## config.mk

```make
export PLATFORM = sky130hd
export DESIGN_NAME = insn_fetch_flat
export DESIGN_NICKNAME = d
export VERILOG_FILES = /design/src/rtl/insn_fetch_pkg.sv /design/src/rtl/insn_fetch_if.sv /design/src/rtl/insn_fetch_ifid_reg.sv /design/src/rtl/insn_fetch.sv /design/src/flat_wrapper.sv
export SDC_FILE = /design/constraint.sdc
export NUM_CORES = 1
export LEC_CHECK = 0
export BUFFER_PORTS_ARGS = -buffer_cell sky130_fd_sc_hd__buf_2
export CORE_MARGIN = 4
export CORE_UTILIZATION = 42
export DETAILED_ROUTE_END_ITERATION = 10
export GPL_ROUTABILITY_DRIVEN = 0
export GPL_TIMING_DRIVEN = 0
export PLACE_DENSITY_LB_ADDON = 0.2
export SYNTH_ARGS = -nofsm -noshare
export SYNTH_HDL_FRONTEND = slang
export SYNTH_SLANG_ARGS = --single-unit
```

## constraint.sdc

```tcl
create_clock -name clk -period 1.8 [get_ports clk]
set_input_delay 0.36 -clock clk [delete_from_list [all_inputs] [get_ports clk]]
set_output_delay 0.36 -clock clk [all_outputs]
set_load 0.02 [all_outputs]
```

## src/rtl/insn_fetch_pkg.sv

```systemverilog
// Shared types and constants for the RV32I instruction fetch stage.
package fetch_pkg;

  localparam logic [31:0] NOP_INSN   = 32'h0000_0013;
  localparam logic [31:0] ECALL_INSN = 32'h0000_0073;

  localparam int FETCH_ADDR_W = 9;
  localparam int FETCH_INSN_W = 32;

  typedef enum logic [1:0] {
    RUN,
    HALTED,
    FAULT
  } fetch_state_t;

  typedef enum logic [1:0] {
    IFID_HOLD,
    IFID_BUBBLE,
    IFID_LOAD
  } ifid_ctl_t;

  // Reference layout of the IF/ID register at the default widths
  typedef struct packed {
    logic                    valid;
    logic [FETCH_ADDR_W-1:0] pc;
    logic [FETCH_ADDR_W-1:0] pc_plus4;
    logic [FETCH_INSN_W-1:0] insn;
  } ifid_t;

endpackage

```

## src/rtl/insn_fetch_if.sv

```systemverilog
// Instruction memory port: fetch drives the byte address, memory returns the word.
interface insn_fetch_if #(
  parameter int ADDR_WIDTH = 9,
  parameter int INSN_WIDTH = 32
);
  logic [ADDR_WIDTH-1:0] addr;
  logic [INSN_WIDTH-1:0] insn;

  modport master (output addr, input insn);
  modport slave  (input addr, output insn);
endinterface

```

## src/rtl/insn_fetch_ifid_reg.sv

```systemverilog
// IF/ID pipeline register with hold, bubble and load controls.
module ifid_reg
  import fetch_pkg::*;
#(
  parameter int ADDR_WIDTH = 9,
  parameter int INSN_WIDTH = 32
) (
  input  logic                  clk,
  input  logic                  rst,
  input  ifid_ctl_t             ctl,
  input  logic [ADDR_WIDTH-1:0] load_pc,
  input  logic [INSN_WIDTH-1:0] load_insn,
  output logic                  valid,
  output logic [ADDR_WIDTH-1:0] pc,
  output logic [ADDR_WIDTH-1:0] pc_plus4,
  output logic [INSN_WIDTH-1:0] insn
);

  always_ff @(posedge clk) begin
    if (rst) begin
      valid    <= 1'b0;
      pc       <= '0;
      pc_plus4 <= ADDR_WIDTH'(4);
      insn     <= INSN_WIDTH'(NOP_INSN);
    end else begin
      case (ctl)
        IFID_LOAD: begin
          valid    <= 1'b1;
          pc       <= load_pc;
          pc_plus4 <= load_pc + ADDR_WIDTH'(4);
          insn     <= load_insn;
        end
        // pc fields keep their previous value so bubbles stay deterministic
        IFID_BUBBLE: begin
          valid <= 1'b0;
          insn  <= INSN_WIDTH'(NOP_INSN);
        end
        default: ;
      endcase
    end
  end

endmodule

```

## src/rtl/insn_fetch.sv

```systemverilog
// Fetch stage: owns the PC, next-PC selection and the RUN/HALTED/FAULT sequencing.
//   state  | meaning
//   RUN    | fetching sequentially, honouring stall/flush/redirect
//   HALTED | ECALL captured in IF/ID, PC frozen until a redirect
//   FAULT  | misaligned redirect seen, frozen until reset
module insn_fetch
  import fetch_pkg::*;
#(
  parameter int                    ADDR_WIDTH = 9,
  parameter int                    INSN_WIDTH = 32,
  parameter logic [ADDR_WIDTH-1:0] RESET_PC   = '0
) (
  input  logic                  clk,
  input  logic                  rst,
  insn_fetch_if.master          imem,
  input  logic                  stall,
  input  logic                  flush,
  input  logic                  redirect_valid,
  input  logic [ADDR_WIDTH-1:0] redirect_pc,
  output logic                  ifid_valid,
  output logic [ADDR_WIDTH-1:0] ifid_pc,
  output logic [ADDR_WIDTH-1:0] ifid_pc_plus4,
  output logic [INSN_WIDTH-1:0] ifid_insn,
  output logic                  fetch_fault,
  output logic                  halted
);

  fetch_state_t          state, state_nxt;
  logic [ADDR_WIDTH-1:0] pc, pc_nxt, pc_seq;
  ifid_ctl_t             ifid_ctl;
  logic                  misaligned;

  assign pc_seq     = pc + ADDR_WIDTH'(4);
  assign misaligned = (redirect_pc[1:0] != 2'b00);

  always_ff @(posedge clk) begin
    if (rst) begin
      state <= RUN;
      pc    <= RESET_PC;
    end else begin
      state <= state_nxt;
      pc    <= pc_nxt;
    end
  end

  always_comb begin
    state_nxt = state;
    pc_nxt    = pc;
    ifid_ctl  = IFID_HOLD;
    case (state)
      RUN: begin
        if (redirect_valid) begin
          pc_nxt   = redirect_pc;
          ifid_ctl = IFID_BUBBLE;
          if (misaligned) state_nxt = FAULT;
        end else if (stall) begin
          ifid_ctl = flush ? IFID_BUBBLE : IFID_HOLD;
        end else if (flush) begin
          pc_nxt   = pc_seq;
          ifid_ctl = IFID_BUBBLE;
        end else begin
          pc_nxt   = pc_seq;
          ifid_ctl = IFID_LOAD;
          if (imem.insn == INSN_WIDTH'(ECALL_INSN)) state_nxt = HALTED;
        end
      end
      HALTED: begin
        if (redirect_valid) begin
          pc_nxt    = redirect_pc;
          ifid_ctl  = IFID_BUBBLE;
          state_nxt = misaligned ? FAULT : RUN;
        end else if (flush) begin
          ifid_ctl = IFID_BUBBLE;
        end
      end
      default: ;
    endcase
  end

  assign imem.addr   = pc;
  assign halted      = (state == HALTED);
  assign fetch_fault = (state == FAULT);

  ifid_reg #(
    .ADDR_WIDTH(ADDR_WIDTH),
    .INSN_WIDTH(INSN_WIDTH)
  ) u_ifid (
    .clk      (clk),
    .rst      (rst),
    .ctl      (ifid_ctl),
    .load_pc  (pc),
    .load_insn(imem.insn),
    .valid    (ifid_valid),
    .pc       (ifid_pc),
    .pc_plus4 (ifid_pc_plus4),
    .insn     (ifid_insn)
  );

endmodule

```

## src/flat_wrapper.sv

```systemverilog
// flat-port wrapper written by rule: the top's interface ports become plain ports
module insn_fetch_flat import fetch_pkg::*;
#(
  parameter int                    ADDR_WIDTH = 9,
  parameter int                    INSN_WIDTH = 32,
  parameter logic [ADDR_WIDTH-1:0] RESET_PC   = '0
)
  (clk, rst, stall, flush, redirect_valid, redirect_pc, ifid_valid, ifid_pc, ifid_pc_plus4, ifid_insn, fetch_fault, halted, imem_addr, imem_insn);
  insn_fetch_if #(.ADDR_WIDTH(ADDR_WIDTH), .INSN_WIDTH(INSN_WIDTH)) imem_i ();
  input  logic clk;
  input  logic rst;
  input  logic stall;
  input  logic flush;
  input  logic redirect_valid;
  input  logic [ADDR_WIDTH-1:0] redirect_pc;
  output logic ifid_valid;
  output logic [ADDR_WIDTH-1:0] ifid_pc;
  output logic [ADDR_WIDTH-1:0] ifid_pc_plus4;
  output logic [INSN_WIDTH-1:0] ifid_insn;
  output logic fetch_fault;
  output logic halted;
  output wire logic [$bits(imem_i.addr)-1:0] imem_addr;
  input wire logic [$bits(imem_i.insn)-1:0] imem_insn;
  assign imem_addr = imem_i.addr;
  assign imem_i.insn = imem_insn;
  insn_fetch #(.ADDR_WIDTH(ADDR_WIDTH), .INSN_WIDTH(INSN_WIDTH), .RESET_PC(RESET_PC)) u_core (.clk(clk), .rst(rst), .imem(imem_i), .stall(stall), .flush(flush), .redirect_valid(redirect_valid), .redirect_pc(redirect_pc), .ifid_valid(ifid_valid), .ifid_pc(ifid_pc), .ifid_pc_plus4(ifid_pc_plus4), .ifid_insn(ifid_insn), .fetch_fault(fetch_fault), .halted(halted));
endmodule
```

* Word level (Yosys, flattened, before mapping)
Cells that the tools add are included.
** Cells by class
- Muxes and demuxes :: 20
- Reduce and logical (&&, ||, !) cells :: 6
- $add $sub $neg :: 1
- Equality and inequality tests :: 10
** Operator list (number)
- $pmux 32 s2 :: 1
- $eq 32x7->1 const B :: 1
- $mux 9 :: 3
- $mux 2 :: 11
- $pmux 9 s2 :: 1
- $add 9x3->9 const B :: 1
- $pmux 2 s2 :: 2
- $ne 3x2->1 const B :: 2
- $ne 3x3->1 const B :: 2
- $reduce_and 6->1 :: 1
- $reduce_bool 2->1 :: 3
- $eq 2x1->1 const B :: 2
- $eq 2x2->1 const B :: 2
- $reduce_and 3->1 :: 1
- $logic_not 2->1 :: 1
- $ne 2x2->1 const B :: 1
- $pmux 1 s2 :: 1
- $mux 1 :: 1
** Word-level totals
- Bits of input ports :: 46
- Word-level logic and storage cells :: 43
- Output and inout port bits :: 62
- Register bits :: 62

* Logic depth before layout (Yosys ltp)
- Word-level depth :: 6
- Mapped depth :: 11
- Depth with buffers taken out :: 7

* By module
Synthesis repeated with hierarchy kept, for this count alone.
** Second synthesis, totals
- Cell total of the unflattened synthesis :: 270
- Area total of the unflattened synthesis :: 2469.9 µm²
** Modules (own cells, without submodules)
- ifid_reg :: times used 1, area each 1766.7 µm², seq. area each 980.9 µm², cells each 183
- insn_fetch :: times used 1, area each 703.2 µm², seq. area each 220.2 µm², cells each 87

* Worst setup path after synthesis
No wires, ideal clock.
- Path type :: in2reg
- From :: in redirect_valid
- To :: reg u_core.u_ifid.insn[20]
- Stages on the path :: 11
- Setup slack :: -0.148 ns
- Data arrival time :: 1.821 ns
- Buffers on the path :: 4
- Data required time :: 1.672 ns
- Library setup time :: 0.128 ns
- Path through :: clkbuf_1 > nor2_1 > nand3_1 > inv_1 > ha_1 > clkbuf_1 > nor2_1 > buf_2 > buf_2 > a22oi_1 > nor2_1
** On the way
- Word-level cells in the longest chain between the ends :: 4
- Elaborated cells between the ends (all ways) :: 7
- Those cells by class :: 2 x eq/ne; 4 x mux; 1 x reduce/logical
** RTL lines
- start, declared :: RTL line flat_wrapper.sv:14 : input logic redirect_valid;
- $mux 2, on equally long branches :: RTL line insn_fetch.sv:68, insn_fetch.sv:52
- $pmux 2 s2 (*) :: RTL line insn_fetch.sv:50 : case (state)
- $eq 2x1->1 or $eq 2x2->1 (tied branches) :: RTL line insn_fetch_ifid_reg.sv:26 : case (ctl)
- $pmux 32 s2 or $reduce_bool 2->1 (tied branches)
- end signal, assigned :: RTL line insn_fetch_ifid_reg.sv:24 : insn <= INSN_WIDTH'(NOP_INSN);
- end signal, assigned :: RTL line insn_fetch_ifid_reg.sv:31 : insn <= load_insn;
- end signal, assigned :: RTL line insn_fetch_ifid_reg.sv:36 : insn <= INSN_WIDTH'(NOP_INSN);
- end, declared :: RTL line insn_fetch_ifid_reg.sv:16 : output logic [INSN_WIDTH-1:0] insn
Mark *: on every way between the ends. The rest lies on a longest branch, timed or not.
A chain may end at the register's enable or synchronous reset.

* Worst setup path after layout
- From :: reg u_core.state[0]
- To :: reg u_core.u_ifid.insn[7]
** On the way
- Word-level cells in the longest chain between the ends :: 4
- Elaborated cells between the ends (all ways) :: 7
- Those cells by class :: 3 x eq/ne; 2 x mux; 2 x reduce/logical
** RTL lines
- start, declared :: RTL line insn_fetch.sv:28 : fetch_state_t state, state_nxt;
- start signal, assigned :: RTL line insn_fetch.sv:41 : state <= state_nxt;
- $eq 2x1->1 or $logic_not 2->1 (tied branches) :: RTL line insn_fetch.sv:50
- $pmux 2 s2 (*) :: RTL line insn_fetch.sv:50
- $eq 2x1->1 or $eq 2x2->1 (tied branches) :: RTL line insn_fetch_ifid_reg.sv:26
- $pmux 32 s2 or $reduce_bool 2->1 (tied branches)
Marks and branches as above.

==> run summary <==
In this run the cell area of the synthesized design comes to 2410 um2. The detailed router finished its first iteration with 82 violations. For the clock latency reported for the late side of the worst-skew pair, the log shows 0.34 ns. Yosys printed 0 warnings.

The run gives 4 as the first-pass iteration count of the detailed router. The path depth of the worst reg2reg path is 10. At the pin with the least slew margin, the transition time is 0.613 ns. The post-synthesis compound-gate area fraction came out at 0.174. Synthesis produced a netlist with a net count of 313. The kind of cell with the highest combined delay along the critical path is buffers and inverters.

The tools report the portion of the post-synthesis area used by sequential elements as 0.498. The tools report the startpoint of the tightest hold check path as imem_insn[24]. The run finished with clean final reports. The power density normalized to cell area was 1020 nW/um2. The tools report the leakage component of the power as 1.54 nW. For the reg2reg setup slack, the log shows 0.13 ns. The largest stage delay on the critical path was 0.32 ns.

On the final layout, the worst hold slack is 0.263 ns. Buffers inserted during clock tree synthesis total 9. No sink is reached through more buffers than the 2 on the longest clock path. After clock tree synthesis, the flow added hold-fix buffers numbering 0.

The run gives 27 as the number of standard-cell rows in the floorplan. The run gives 1200 um2 as the area of all sequential standard cells. The startpoint of the worst register-to-register path is u_core.state[0]. Worst setup path category: flop to flop. The run gives 0 as the number of max-capacitance violations reported.

The layout overhead on the synthesized area was 37.0%. By area, the combinational part of the netlist is dominated by simple AND/OR/NAND/NOR gates. Synthesis inferred 60 register bits. Basic-gate share of the synthesized area counting and, or, nand and nor cells: 0.191.

Walking the worst path, the cells encountered are buf_6, nor2_4, nand3_1, inv_1, ha_4, nor2_2, buf_4, buf_4, a22oi_1, nor2_1. The final core utilization came out at 0.596. The core region is 5540 um2.

The number of antenna repair diodes is 0. For this run the aggregate overflow at the end of global routing stands at 0. The final layout contains 431 nets.

The element type at the critical path end was a flop. The mux contribution to synthesized area is 0.0457. The die covers 7020 um2.

Setup violations remaining at the end of the flow were counted as 0. The tools report the via count as 2353. The synthesized netlist cell count is 264. The smallest clock period supported by the final layout is computed as 1.67 ns. The wire length of the first global-routing pass was 11.4 mm; the area share of the largest cell type after synthesis was 0.498. For the power after layout, the log shows 3.36 mW. VDD sags by at most 759 uV. STA classifies the critical path startpoint as a flop. The slowest library cell on the worst path was sky130_fd_sc_hd__dfxtp_1.

Clock tree synthesis found a total of 60 sinks. 108 I/O pins were placed. The area share of xor/xnor cells in the synthesized design was 0.0182. The tools report the starting density of the core as 0.435. The pin count of the biggest net entering global routing was 11; the maximum fanout count along the critical path was 9. Setup repair after global routing left no endpoint under its margin.

The remaining max-slew budget at the tightest pin was 0.588; the final HPWL from detailed placement was 5.13 mm. The worst register-to-register path ends at u_core.u_ifid.insn[7]. In the final routed layout, each cell accounts on average for 15.1 um.

The origin of the worst setup path is u_core.state[0]. In this run the remaining antenna-violating nets after routing total 0. Data on the critical path is required at its endpoint by 2.01 ns. By instance count, the cell type seen most on the critical path is sky130_fd_sc_hd__buf_4. The number of different library cells used by synthesis comes to 39.

The number of buffers and inverters on the critical path is 4. The number of global-route vias before repair is 2362. The tools report the end point of the worst hold path as u_core.u_ifid.insn[24].

The combined area of the multi-input logic cells was 1090 um2. The clock slew at the register clock pins of the worst setup and hold paths works out to 0.07 ns. The CTS root buffer is sky130_fd_sc_hd__clkbuf_8. The width of the die was 83.8 um.

The mean number of vias per cell was 5.13. After filler insertion, the fill cell instance count of the layout stands at 530. The number of antenna violations at the first check in global routing came out at 0. The aggregate global-route resource usage was 0.200; the final count of hold timing violations was 0. After synthesis, the cell types taking the most area are sky130_fd_sc_hd__dfxtp_1 50%, sky130_fd_sc_hd__nor2_1 9.5%, sky130_fd_sc_hd__a22oi_1 9.0%. Each instance of the synthesized netlist takes up on average 9.13 um2.

For the endpoint arrival time on the critical path, the log shows 1.88 ns. TritonCTS built the clock tree. From bottom edge to top edge, the die measures 83.8 um.

For this run, design rule violations remaining after detail routing come to 0. The path class of the tightest hold or removal check is input pin to flop. The number of slew-limit violations in the final report is 0, and the layout cell share with drive strength beyond 1 is 0.385. For the final database, setup skew stands at 0.0102 ns. Final period utilization: 0.929. Most area-hungry cell type in the Yosys netlist: sky130_fd_sc_hd__dfxtp_1.

For this run, the top clock speed supported by timing is 598 MHz. The total length of routed wires is 6.93 mm. The worst hold path was traced through 3 stages. The port buffer count came out at 106. The H-tree generated during clock tree synthesis spans 3 levels. The synthesized-area fraction occupied by adder cells works out to 0.0156.
==> worst register-to-register path, cell delays in order (launching register included) <==
cell and delay, ns:
sky130_fd_sc_hd__dfxtp_1 0.32, sky130_fd_sc_hd__buf_6 0.13, sky130_fd_sc_hd__nor2_4 0.04, sky130_fd_sc_hd__nand3_1 0.10, sky130_fd_sc_hd__inv_1 0.08, sky130_fd_sc_hd__ha_4 0.30
sky130_fd_sc_hd__nor2_2 0.05, sky130_fd_sc_hd__buf_4 0.13, sky130_fd_sc_hd__buf_4 0.16, sky130_fd_sc_hd__a22oi_1 0.16, sky130_fd_sc_hd__nor2_1 0.07
==> worst max-delay path by stage <==
stage / cells after the start / endpoint
2_1_floorplan: 11 / u_core.u_ifid.insn[20]
3_3_place_gp: 12 / u_core.u_ifid.insn[20]
3_5_place_dp: 12 / u_core.u_ifid.insn[26]
4_1_cts: 11 / u_core.u_ifid.insn[7]
5_1_grt: 10 / u_core.u_ifid.insn[7]
6_report: 10 / u_core.u_ifid.insn[7]
==> cells in the final DEF, fill, tap and decap left out, drive strengths merged, types with 4 or more instances in the layout <==
cell     count
buf        119
nor2        62
dfxtp       60
a22oi       29
clkbuf      22
mux2i       11
nor4         7
a21oi        7
nand2        6
nand2b       6
inv          6
a211oi       5
nand3        5
o22ai        4
a2111oi      4
==> kinds of logic (layout without fill, tap and decap cells) <==
logic type	after synthesis	after routing
buffers and inverters	29	152
AND/OR/NAND/NOR	98	98
XOR/XNOR	5	5
adder cells (fa/ha/maj)	3	3
multiplexers	11	11
AO/OA/AOI/OAI	58	58
flip-flops	60	60
==> what timing repair did <==
action / in CTS / in global routing
endpoints found under the setup margin: 48 / 35
gates resized for setup: 12 / 6
pin swaps: 0 / 2
hold endpoints to repair: 0 / 0
setup buffers: 1 / 1
==> state kept, by name (all words and copies together) (netlist names) <==
name / cells
u_core.state: 2
u_core.u_ifid.pc_plus4: 7
u_core.u_ifid.insn: 32
u_core.u_ifid.pc: 9
u_core.u_ifid.valid: 1
u_core.imem.addr: 9
==> power breakdown <==
part           leakage [nW]  switching [mW]  total, mW  internal (mW)
combinational         0.939           0.338      0.558          0.221
clock                 0.113           0.532       1.34          0.811
sequential            0.491          0.0543       1.46           1.40
total                  1.54           0.924       3.36           2.43
==> layer usage <==
metal | GRT usage | vias to the layer above | routed length, um
met1 | 0.251 | 1098 | 3090
met2 | 0.309 | 79 | 3240
met4 | 0.0906 | 0 | 99
li1 | - | 1166 | -
met5 | 0 | - | 0
met3 | 0.0691 | 10 | 508
==> area by class of cell <==
cell class,count,area share
Clock buffer,11,0.0428
Clock inverter,5,0.0227
Tap cell,72,0.0273
Buffer,22,0.0402
Multi-Input combinational cell,175,0.330
Inverter,6,0.00682
Sequential cell,60,0.365
Timing Repair Buffer,108,0.165
==> synth_stat cells (all sizes together) <==
| master | number |
|---|---|
| nor2 | 62 |
| dfxtp | 60 |
| a22oi | 29 |
| clkbuf | 12 |
| buf | 11 |
| mux2i | 11 |
| a21oi | 7 |
| nor4 | 7 |
| inv | 6 |
| nand2 | 6 |
| nand2b | 6 |
| a211oi | 5 |
| nand3 | 5 |
| a2111oi | 4 |
| o22ai | 4 |
| ha | 3 |
| nor4b | 3 |
| o21ai | 3 |
| xor2 | 3 |
| a21o | 2 |
| nand4 | 2 |
| nor3 | 2 |
| xnor2 | 2 |
| a2bb2oi | 1 |
| and3 | 1 |
| nor2b | 1 |
| nor3b | 1 |
| o21a | 1 |
| o22a | 1 |
| o31ai | 1 |
| or2 | 1 |
| or4 | 1 |
==> per-stage QoR <==
stage	setup TNS, ns	area (um2)	cells	setup WS, ns
final	0	3300	459	0.129
after global routing	0	3300	459	0.00521
after CTS	0	3280	459	0.00142
after detailed placement	-16.65	3040	442	-0.439
after global placement	-15.33	3040	442	-0.391
after floorplan	0	2420	264	0.0168
Note: power is estimated with default switching activity, not from simulation.
